<file path="src/rtl/instr_fetch_unit_if.sv">
// Instruction-ROM read channel between the fetch unit (master) and the ROM (slave).
//   rom_req  : read request, held until acknowledged
//   rom_addr : word address, stable for the whole request
//   rom_ack  : acknowledge; rom_data is valid in the same cycle
//   rom_data : instruction/immediate word returned by the ROM
interface instr_fetch_unit_if;
  localparam int unsigned ADDR_W = 8;
  localparam int unsigned DATA_W = 16;

  logic              rom_req;
  logic [ADDR_W-1:0] rom_addr;
  logic              rom_ack;
  logic [DATA_W-1:0] rom_data;

  modport master (output rom_req, rom_addr, input rom_ack, rom_data);
  modport slave  (input rom_req, rom_addr, output rom_ack, rom_data);
endinterface

</file>
<file path="src/rtl/instr_fetch_unit.sv">
// Instruction fetch unit: owns the program counter, fetches one- and two-word
// instructions from the instruction ROM and hands the decoded fields back to
// the control sequencer.
// Ports:
//   clk, rst            : clock, synchronous active-high reset
//   ins_load            : fetch request pulse (ignored while busy, flagged in ins_drop)
//   pc_load/pc_inc/pc_din : PC jump (priority) / increment
//   rom                 : ROM read channel (master side)
//   opcode/op1_sel/op2_sel : combinational fields of IR
//   imm                 : second word of a two-word instruction
//   ins_valid/imm_valid : one-cycle update pulses
//   busy, ins_drop, fetch_err, pc : status
// Optional feature: define IFU_TIMEOUT_EN to abort a fetch after 15 cycles
// without acknowledge (sticky fetch_err); otherwise the unit waits forever.
module instr_fetch_unit (
  input  logic                    clk,
  input  logic                    rst,
  input  logic                    ins_load,
  input  logic                    pc_load,
  input  logic                    pc_inc,
  input  logic [7:0]              pc_din,
  instr_fetch_unit_if.master      rom,
  output logic [3:0]              opcode,
  output logic [2:0]              op1_sel,
  output logic [2:0]              op2_sel,
  output logic [15:0]             imm,
  output logic                    ins_valid,
  output logic                    imm_valid,
  output logic                    busy,
  output logic                    ins_drop,
  output logic                    fetch_err,
  output logic [7:0]              pc
);
  localparam int unsigned PC_W   = 8;
  localparam int unsigned WORD_W = 16;

  typedef enum logic [1:0] {IDLE, FETCH1, FETCH2} state_e;

  state_e              state_q, state_d;
  logic                rom_req_q, rom_req_d;
  logic [PC_W-1:0]     rom_addr_q, rom_addr_d;
  logic [PC_W-1:0]     pc_q, pc_d;
  logic [WORD_W-1:0]   ir_q, ir_d;
  logic [WORD_W-1:0]   imm_q, imm_d;
  logic                word2_pend_q, word2_pend_d;
  logic                ins_valid_q, ins_valid_d;
  logic                imm_valid_q, imm_valid_d;
  logic                busy_q, busy_d;
  logic                ins_drop_q, ins_drop_d;
  logic                is_two_word;

`ifdef IFU_TIMEOUT_EN
  localparam int unsigned TMO_W = 4;
  // Value seen in the 15th requesting cycle; no ack there aborts the fetch.
  localparam logic [TMO_W-1:0] TMO_LAST = TMO_W'(14);
  logic [TMO_W-1:0]    tmo_cnt_q, tmo_cnt_d;
  logic                fetch_err_q, fetch_err_d;
`endif

  // MVI (1100) and LDA (1101) carry a second immediate word.
  assign is_two_word = (rom.rom_data[15:12] == 4'b1100) || (rom.rom_data[15:12] == 4'b1101);

  // Next-state and next-output logic.
  always_comb begin
    state_d      = state_q;
    rom_req_d    = rom_req_q;
    rom_addr_d   = rom_addr_q;
    ir_d         = ir_q;
    imm_d        = imm_q;
    word2_pend_d = word2_pend_q;
    ins_valid_d  = 1'b0;
    imm_valid_d  = 1'b0;
    busy_d       = busy_q;
    ins_drop_d   = ins_drop_q;
`ifdef IFU_TIMEOUT_EN
    tmo_cnt_d    = tmo_cnt_q;
    fetch_err_d  = fetch_err_q;
`endif

    // PC may move in any state; a jump beats an increment.
    if (pc_load)     pc_d = pc_din;
    else if (pc_inc) pc_d = pc_q + PC_W'(1);
    else             pc_d = pc_q;

    case (state_q)
      IDLE: begin
        if (ins_load) begin
          state_d    = word2_pend_q ? FETCH2 : FETCH1;
          rom_req_d  = 1'b1;
          rom_addr_d = pc_q;
          busy_d     = 1'b1;
`ifdef IFU_TIMEOUT_EN
          tmo_cnt_d  = '0;
`endif
        end
      end
      FETCH1, FETCH2: begin
        if (ins_load) ins_drop_d = 1'b1;
        if (rom.rom_ack) begin
          if (state_q == FETCH1) begin
            ir_d         = rom.rom_data;
            word2_pend_d = is_two_word;
            ins_valid_d  = 1'b1;
          end else begin
            imm_d        = rom.rom_data;
            word2_pend_d = 1'b0;
            imm_valid_d  = 1'b1;
          end
          state_d   = IDLE;
          rom_req_d = 1'b0;
          busy_d    = 1'b0;
        end else begin
`ifdef IFU_TIMEOUT_EN
          if (tmo_cnt_q == TMO_LAST) begin
            state_d     = IDLE;
            rom_req_d   = 1'b0;
            busy_d      = 1'b0;
            fetch_err_d = 1'b1;
          end else begin
            tmo_cnt_d = tmo_cnt_q + TMO_W'(1);
          end
`endif
        end
      end
      default: state_d = IDLE;
    endcase
  end

  // State and output registers with synchronous reset.
  always_ff @(posedge clk) begin
    if (rst) begin
      state_q      <= IDLE;
      rom_req_q    <= 1'b0;
      rom_addr_q   <= '0;
      pc_q         <= '0;
      ir_q         <= '0;
      imm_q        <= '0;
      word2_pend_q <= 1'b0;
      ins_valid_q  <= 1'b0;
      imm_valid_q  <= 1'b0;
      busy_q       <= 1'b0;
      ins_drop_q   <= 1'b0;
`ifdef IFU_TIMEOUT_EN
      tmo_cnt_q    <= '0;
      fetch_err_q  <= 1'b0;
`endif
    end else begin
      state_q      <= state_d;
      rom_req_q    <= rom_req_d;
      rom_addr_q   <= rom_addr_d;
      pc_q         <= pc_d;
      ir_q         <= ir_d;
      imm_q        <= imm_d;
      word2_pend_q <= word2_pend_d;
      ins_valid_q  <= ins_valid_d;
      imm_valid_q  <= imm_valid_d;
      busy_q       <= busy_d;
      ins_drop_q   <= ins_drop_d;
`ifdef IFU_TIMEOUT_EN
      tmo_cnt_q    <= tmo_cnt_d;
      fetch_err_q  <= fetch_err_d;
`endif
    end
  end

  assign rom.rom_req  = rom_req_q;
  assign rom.rom_addr = rom_addr_q;
  assign opcode       = ir_q[15:12];
  assign op1_sel      = ir_q[11:9];
  assign op2_sel      = ir_q[8:6];
  assign imm          = imm_q;
  assign ins_valid    = ins_valid_q;
  assign imm_valid    = imm_valid_q;
  assign busy         = busy_q;
  assign ins_drop     = ins_drop_q;
  assign pc           = pc_q;
`ifdef IFU_TIMEOUT_EN
  assign fetch_err    = fetch_err_q;
`else
  assign fetch_err    = 1'b0;
`endif
endmodule
</file>
<file path="src/flat_wrapper.sv">
// flat-port wrapper written by rule: the top's interface ports become plain ports
module instr_fetch_unit_flat 
  (clk, rst, ins_load, pc_load, pc_inc, pc_din, opcode, op1_sel, op2_sel, imm, ins_valid, imm_valid, busy, ins_drop, fetch_err, pc, rom_rom_req, rom_rom_addr, rom_rom_ack, rom_rom_data);
  instr_fetch_unit_if rom_i ();
  input  logic clk;
  input  logic rst;
  input  logic ins_load;
  input  logic pc_load;
  input  logic pc_inc;
  input  logic [7:0] pc_din;
  output logic [3:0] opcode;
  output logic [2:0] op1_sel;
  output logic [2:0] op2_sel;
  output logic [15:0] imm;
  output logic ins_valid;
  output logic imm_valid;
  output logic busy;
  output logic ins_drop;
  output logic fetch_err;
  output logic [7:0] pc;
  output wire logic [$bits(rom_i.rom_req)-1:0] rom_rom_req;
  output wire logic [$bits(rom_i.rom_addr)-1:0] rom_rom_addr;
  input wire logic [$bits(rom_i.rom_ack)-1:0] rom_rom_ack;
  input wire logic [$bits(rom_i.rom_data)-1:0] rom_rom_data;
  assign rom_rom_req = rom_i.rom_req;
  assign rom_rom_addr = rom_i.rom_addr;
  assign rom_i.rom_ack = rom_rom_ack;
  assign rom_i.rom_data = rom_rom_data;
  instr_fetch_unit u_core (.clk(clk), .rst(rst), .ins_load(ins_load), .pc_load(pc_load), .pc_inc(pc_inc), .pc_din(pc_din), .rom(rom_i), .opcode(opcode), .op1_sel(op1_sel), .op2_sel(op2_sel), .imm(imm), .ins_valid(ins_valid), .imm_valid(imm_valid), .busy(busy), .ins_drop(ins_drop), .fetch_err(fetch_err), .pc(pc));
endmodule
</file>
<file path="config.mk">
export PLATFORM = sky130hd
export DESIGN_NAME = instr_fetch_unit_flat
export DESIGN_NICKNAME = d
export VERILOG_FILES = /design/src/rtl/instr_fetch_unit_if.sv /design/src/rtl/instr_fetch_unit.sv /design/src/flat_wrapper.sv
export SDC_FILE = /design/constraint.sdc
export NUM_CORES = 1
export LEC_CHECK = 0
export CORE_ASPECT_RATIO = 1.75
export CORE_MARGIN = 8
export CORE_UTILIZATION = 38
export CTS_CLUSTER_DIAMETER = 120
export DETAILED_ROUTE_END_ITERATION = 8
export HOLD_SLACK_MARGIN = 0.02
export PLACE_DENSITY = 0.78
export SETUP_SLACK_MARGIN = 0.3
export SLEW_MARGIN = 20
export SYNTH_ARGS = -nofsm -noshare
export SYNTH_HDL_FRONTEND = slang
export SYNTH_SLANG_ARGS = --single-unit
</file>
<file path="constraint.sdc">
create_clock -name clk -period 1.35 [get_ports clk]
set_input_delay 0.405 -clock clk [delete_from_list [all_inputs] [get_ports clk]]
set_output_delay 0.405 -clock clk [all_outputs]
set_load 0.05 [all_outputs]
</file>
==> results of run 1 <==
==> path summary, 6_finish.rpt <==
kind	start	endpoint	slack, ps
worst max-delay path	u_core.state_q[1]	u_core.word2_pend_q	-70
worst min-delay path	u_core.imm[9]	u_core.imm[9]	480
worst max register to register	u_core.state_q[1]	u_core.word2_pend_q	-70
worst min register to register	u_core.imm[9]	u_core.imm[9]	480
==> cells in the mapped netlist, types with 3 or more instances <==
master | count | area share [%]
dfxtp_1 | 49 | 50
ha_1 | 3 | 1.9
o21ai_0 | 4 | 1.0
nor3b_1 | 3 | 1.2
or3_1 | 3 | 0.97
clkbuf_1 | 10 | 1.9
buf_4 | 3 | 1.2
xor2_1 | 4 | 1.8
nand3_1 | 11 | 2.8
nand2_1 | 67 | 13
a21oi_1 | 40 | 10
a211oi_1 | 3 | 1.2
nor2_1 | 9 | 1.7
buf_2 | 3 | 0.77
==> layout make-up <==
class	count	share of cell area (%)
Timing Repair Buffer	131	42.68
Antenna cell	1	0.05999
Clock inverter	3	0.9898
Sequential cell	49	25.61
Clock buffer	5	1.650
Tap cell	54	1.620
Inverter	3	0.3599
Multi-Input combinational cell	169	27.02
==> metal layers <==
metal / vias to the layer above / part of all wire (%) / global-route usage (%)
li1: 1038 / - / -
met1: 1078 / 33 / 16.18
met2: 81 / 59 / 35.88
met3: 34 / 3.6 / 3.405
met4: 0 / 4.8 / 9.569
met5: - / 0 / 0
==> sequential cells by signal, summed over array words and instances, names as in the netlist <==
name                 cells
u_core.imm              16
u_core.ir_q             10
u_core.pc                8
u_core.rom.rom_addr      8
u_core.state_q           2
u_core.busy              1
u_core.imm_valid         1
u_core.ins_drop          1
u_core.ins_valid         1
u_core.word2_pend_q      1
==> power by group through the flow <==
stage	clock network [mW]	logic [mW]	registers (mW)
final	1.04	1.14	1.62
after global placement	0	0.897	1.64
after detailed placement	0	0.908	1.65
after floorplan	0	0.240	1.82
after CTS	1.05	1.00	1.61
after global routing	1.12	1.18	1.62
==> cell families after synthesis <==
group / count (synthesis)
flops: 49
mux: 3
compound gates: 52
other cells: 1
simple gates: 106
buf+inv: 20
xor+xnor: 4
fa+ha+maj: 3
==> worst max-delay path, cell delays in order, from the launching register on <==
cell and delay, ps:
dfxtp_2 360, inv_4 50, ha_4 300, nand2_4 50, or4b_4 480, a21oi_2 110
==> through the flow <==
stage	cell area, µm²	hold slack [ps]	cells
detailed placement	3490	469.8	377
CTS	3881	478.6	403
floorplan	2093	440.3	238
global placement	3490	463.3	377
global route	4172	496.6	415
finish	4172	477.3	415
==> timing repair <==
item | in CTS | in global routing
pin swaps | 9 | 13
endpoints found under the setup margin | 96 | 95
gates cloned | 0 | 1
hold buffers | 0 | 0
hold endpoints to repair | 0 | 0
buffers inserted | 18 | 10
gates resized for setup | 66 | 47
==> impl_metrics.tcl, run 1 <==
set metrics [dict create \
    yosys_warnings 0 \
    avgSynthCellArea_um2 8.164 \
    power_frac_seq_pct 42.7 \
    dp_hpwl_mm 4.845 \
    layout_common_cells "nand2_1, buf_12, dfxtp_2, a21oi_1, buf_4" \
    switching_share_pct 30.17 \
    combinationalPowerShare_pct 29.9 \
    route.antenna.remaining_nets 0 \
    final_util_pct 84.53 \
    wl_mm 8.334 \
    rows 34 \
    clk_pin_slew_worst_paths_ps 90 \
    drt_pass1_iterations 4 \
    multiInputGateArea_mm2 0.001127 \
    synth_flop_cell "dfxtp_1" \
    syn_nets 271 \
    synthAdderAreaFrac_pct 1.932 \
    synth_top_family_by_area "simple AND/OR/NAND/NOR gates" \
    synth_edf_count 0 \
    ys_seq_area_share_pct 50.48 \
    arrival_ps 1670 \
    power_mw 3.791 \
    max_freq_mhz 704.3 \
    nFillCells 225 \
    p_int_mw 2.647 \
    worstRegToRegCells 5 \
    synthCells 238 \
    avgRoutedWirePerCell_um 20.08 \
    rsz0062_at_grt "true" \
    tns_ps -281.1 \
    drc 0 \
    dieWidth_um 70.06 \
    critical_path_required_ps 1600 \
    finalSetupViolations 8 \
    p_sw_mw 1.144 \
    status "finished with violations" \
    clock_latency_ps 310 \
    setup_ws_ps -69.86 \
    violations "setup timing" \
    synth_compound_area_share_pct 14.62 \
    worst-setup-path-type "flop to flop" \
    nets 392 \
    max_cap_violations 0 \
    vdd_drop_max_v 0.001658 \
    hp-class "flop to flop" \
    die_h_um 110.6 \
    finalCriticalPeriod_ps 1420 \
    cp-end-kind "flop" \
    hold_violations 0 \
    clkPwrFrac_pct 27.4 \
    die-area_mm2 0.007748 \
    grt_pass1_vias 2247 \
    synthArstFlopShare_pct 0 \
    overflow 0 \
    yosys_register_bits 49 \
    drive_gt1_share_pct 57.50 \
    p_leak_nw 1.616 \
    cts.sinks 49 \
    cts_made_buffers 5 \
    seqCellArea_mm2 0.001069 \
    syn_area_mm2 0.001943 \
    start_kind "flop" \
    synth_xor_area_share_pct 1.803 \
    mostFrequentLayoutCell "nand2_1" \
    hold-path-cell-count 2 \
    core_mm2 0.004935 \
    place_ws_ps -402.9 \
    grt_usage_pct 18.11 \
    htreeDepth 2 \
    skew_ps 6.241 \
    synth_mux_area_share_pct 1.610 \
    cp_max_fo 6 \
    antenna_found_initial 1 \
    gp_congestion 0.7843 \
    finalCritPeriodShare_pct 105.2 \
    drt_iter0_drc 114 \
    grt_max_degree 31 \
    synth_simple_gate_area_share_pct 24.66 \
    io_pins 78 \
    syn2layout_area_growth_pct 114.7 \
    viasPerCell 5.376 \
    yosysUniqueCellTypes 34 \
    power_density_mw_per_mm2 908.8 \
    num_vias 2231 \
    root_buffer "clkbuf_8" \
    clk_path_buf_depth 2 \
    cts_tree "built" \
    io_buffer_count 76 \
    grt_pass1_wl_mm 11.50 \
    start_util_pct 39.38 \
    maxSlewViolCount 0 \
]
Note: power is estimated with default switching activity, not from simulation.
==> run 2: changes to the inputs <==
- clock period: 1.35 -> 1.2 ns (I/O delays scaled with it)
==> impl_metrics.tcl, run 2 (synthesis results as in run 1) <==
set metrics [dict create \
    status "finished with violations" \
    num_vias 2287 \
    viasPerCell 5.458 \
    cts_made_buffers 5 \
    maxSlewViolCount 0 \
    overflow 0 \
    power_mw 4.108 \
    arrival_ps 1670 \
    start_util_pct 39.38 \
    rsz0062_at_grt "true" \
    critical_path_required_ps 1440 \
    clk_pin_slew_worst_paths_ps 90 \
    finalCritPeriodShare_pct 119.6 \
    dieWidth_um 70.06 \
    rows 34 \
    antenna_cells 0 \
    drt_pass1_iterations 4 \
    grt_pass1_vias 2375 \
    violations "setup timing" \
    setup_ws_ps -235.4 \
    htreeDepth 2 \
    nFillCells 237 \
    io_pins 78 \
    route.antenna.remaining_nets 0 \
    core_mm2 0.004935 \
    largest_reg_flops 16 \
    drive_gt1_share_pct 58.90 \
    cts_tree "built" \
    power_density_mw_per_mm2 986.8 \
    place_ws_ps -490.3 \
    max_cap_violations 0 \
    grt_usage_pct 19.90 \
    hp-class "input port to flop" \
    die-area_mm2 0.007748 \
    io_buffer_count 76 \
    avgRoutedWirePerCell_um 20.53 \
    p_leak_nw 1.585 \
    skew_ps 11.26 \
    cts.sinks 49 \
    finalCriticalPeriod_ps 1435 \
    gp_congestion 0.7740 \
    cp_max_fo 13 \
    finalSetupViolations 41 \
    antenna_found_initial 0 \
    grt_pass1_wl_mm 12.47 \
    max_freq_mhz 696.7 \
    rrSetupSlack_ps -240 \
    worst-setup-path-type "flop to flop" \
    layout_common_cells "nand2_1, buf_12, dfxtp_2, buf_4" \
    dp_hpwl_mm 4.985 \
    drt_iter0_drc 105 \
    die_h_um 110.6 \
    wl_mm 8.604 \
    tns_ps -4625 \
    clk_path_buf_depth 2 \
    mostFrequentLayoutCell "nand2_1" \
    vdd_drop_max_v 0.001175 \
    syn2layout_area_growth_pct 114.2 \
    start_kind "flop" \
    hold_violations 0 \
    cp-end-kind "flop" \
    drc 0 \
    root_buffer "clkbuf_8" \
    cts_hold_buf 0 \
    nets 397 \
    grt_max_degree 32 \
    clock_latency_ps 320 \
]
-- run 2: changes by cell type in the layout (fill, tap and decap cells not counted), sizes merged --
cell / delta
diode: -1
dlygate4sd2: +1
bufinv: -1
buf: +6
clkinvlp: -1
clkinv: +2
clkbuf: -2
-- run 2: critical path, cell delays in order, from the launching register on --
cell      delay [ps]
dfxtp_2          350
inv_2             60
ha_4             260
buf_4            140
nand3b_1         120
buf_6            190
nand2_1          100
a21oi_2          150
-- run 2: per-layer routing --
metal  track usage [%]  wire, µm  vias up
met5                 0         0        -
met4             10.11       342        0
met3             3.853       354       24
met2             39.19      4903       91
met1             18.08      3003     1121
li1                  -         -     1051
-- run 2: layout make-up --
class                           count  area (µm²)  share of cell area (%)
Multi-Input combinational cell    169        1120                   26.90
Inverter                            3       16.27                  0.3907
Clock buffer                        5       68.82                   1.653
Sequential cell                    49        1071                   25.73
Timing Repair Buffer              136        1807                   43.40
Tap cell                           54       67.56                   1.623
Clock inverter                      3       12.51                  0.3006
-- run 2: final timing paths --
path / from / cells past startpoint / to
worst min register to register: u_core.ir_q[6] / 2 / u_core.ir_q[6]
worst max register to register: u_core.state_q[1] / 7 / u_core.imm[11]
worst min-delay path: rst / 3 / u_core.imm[8]
worst max-delay path: u_core.state_q[1] / 7 / u_core.imm[11]
-- run 2: power by group --
group	internal, mW	total (mW)	switching, mW
combinational	0.680	1.33	0.653
clock	0.395	0.982	0.588
sequential	1.70	1.79	0.0904
-- run 2: through the flow --
stage               hold WS (ps)  cell area (µm²)  util (%)  instances
floorplan                  440.3             2178         -        238
global placement           459.2             3600     72.95        384
detailed placement         468.5             3600     72.95        384
CTS                        451.0             3973     80.50        409
global route               468.5             4163     84.36        419
finish                     464.6             4163     84.36        419
-- run 2: timing repair --
action,CTS,global route
setup buffers,17,10
resized for setup,48,27
endpoints found under the hold margin,0,0
cloned,0,0
setup endpoints to repair,96,96
pin swaps,22,10
==> run 3: changes to the inputs <==
- CAP_MARGIN: unset -> 25
==> results of run 3 <==
Final layout, timing and power as in run 2 (identical DEF).
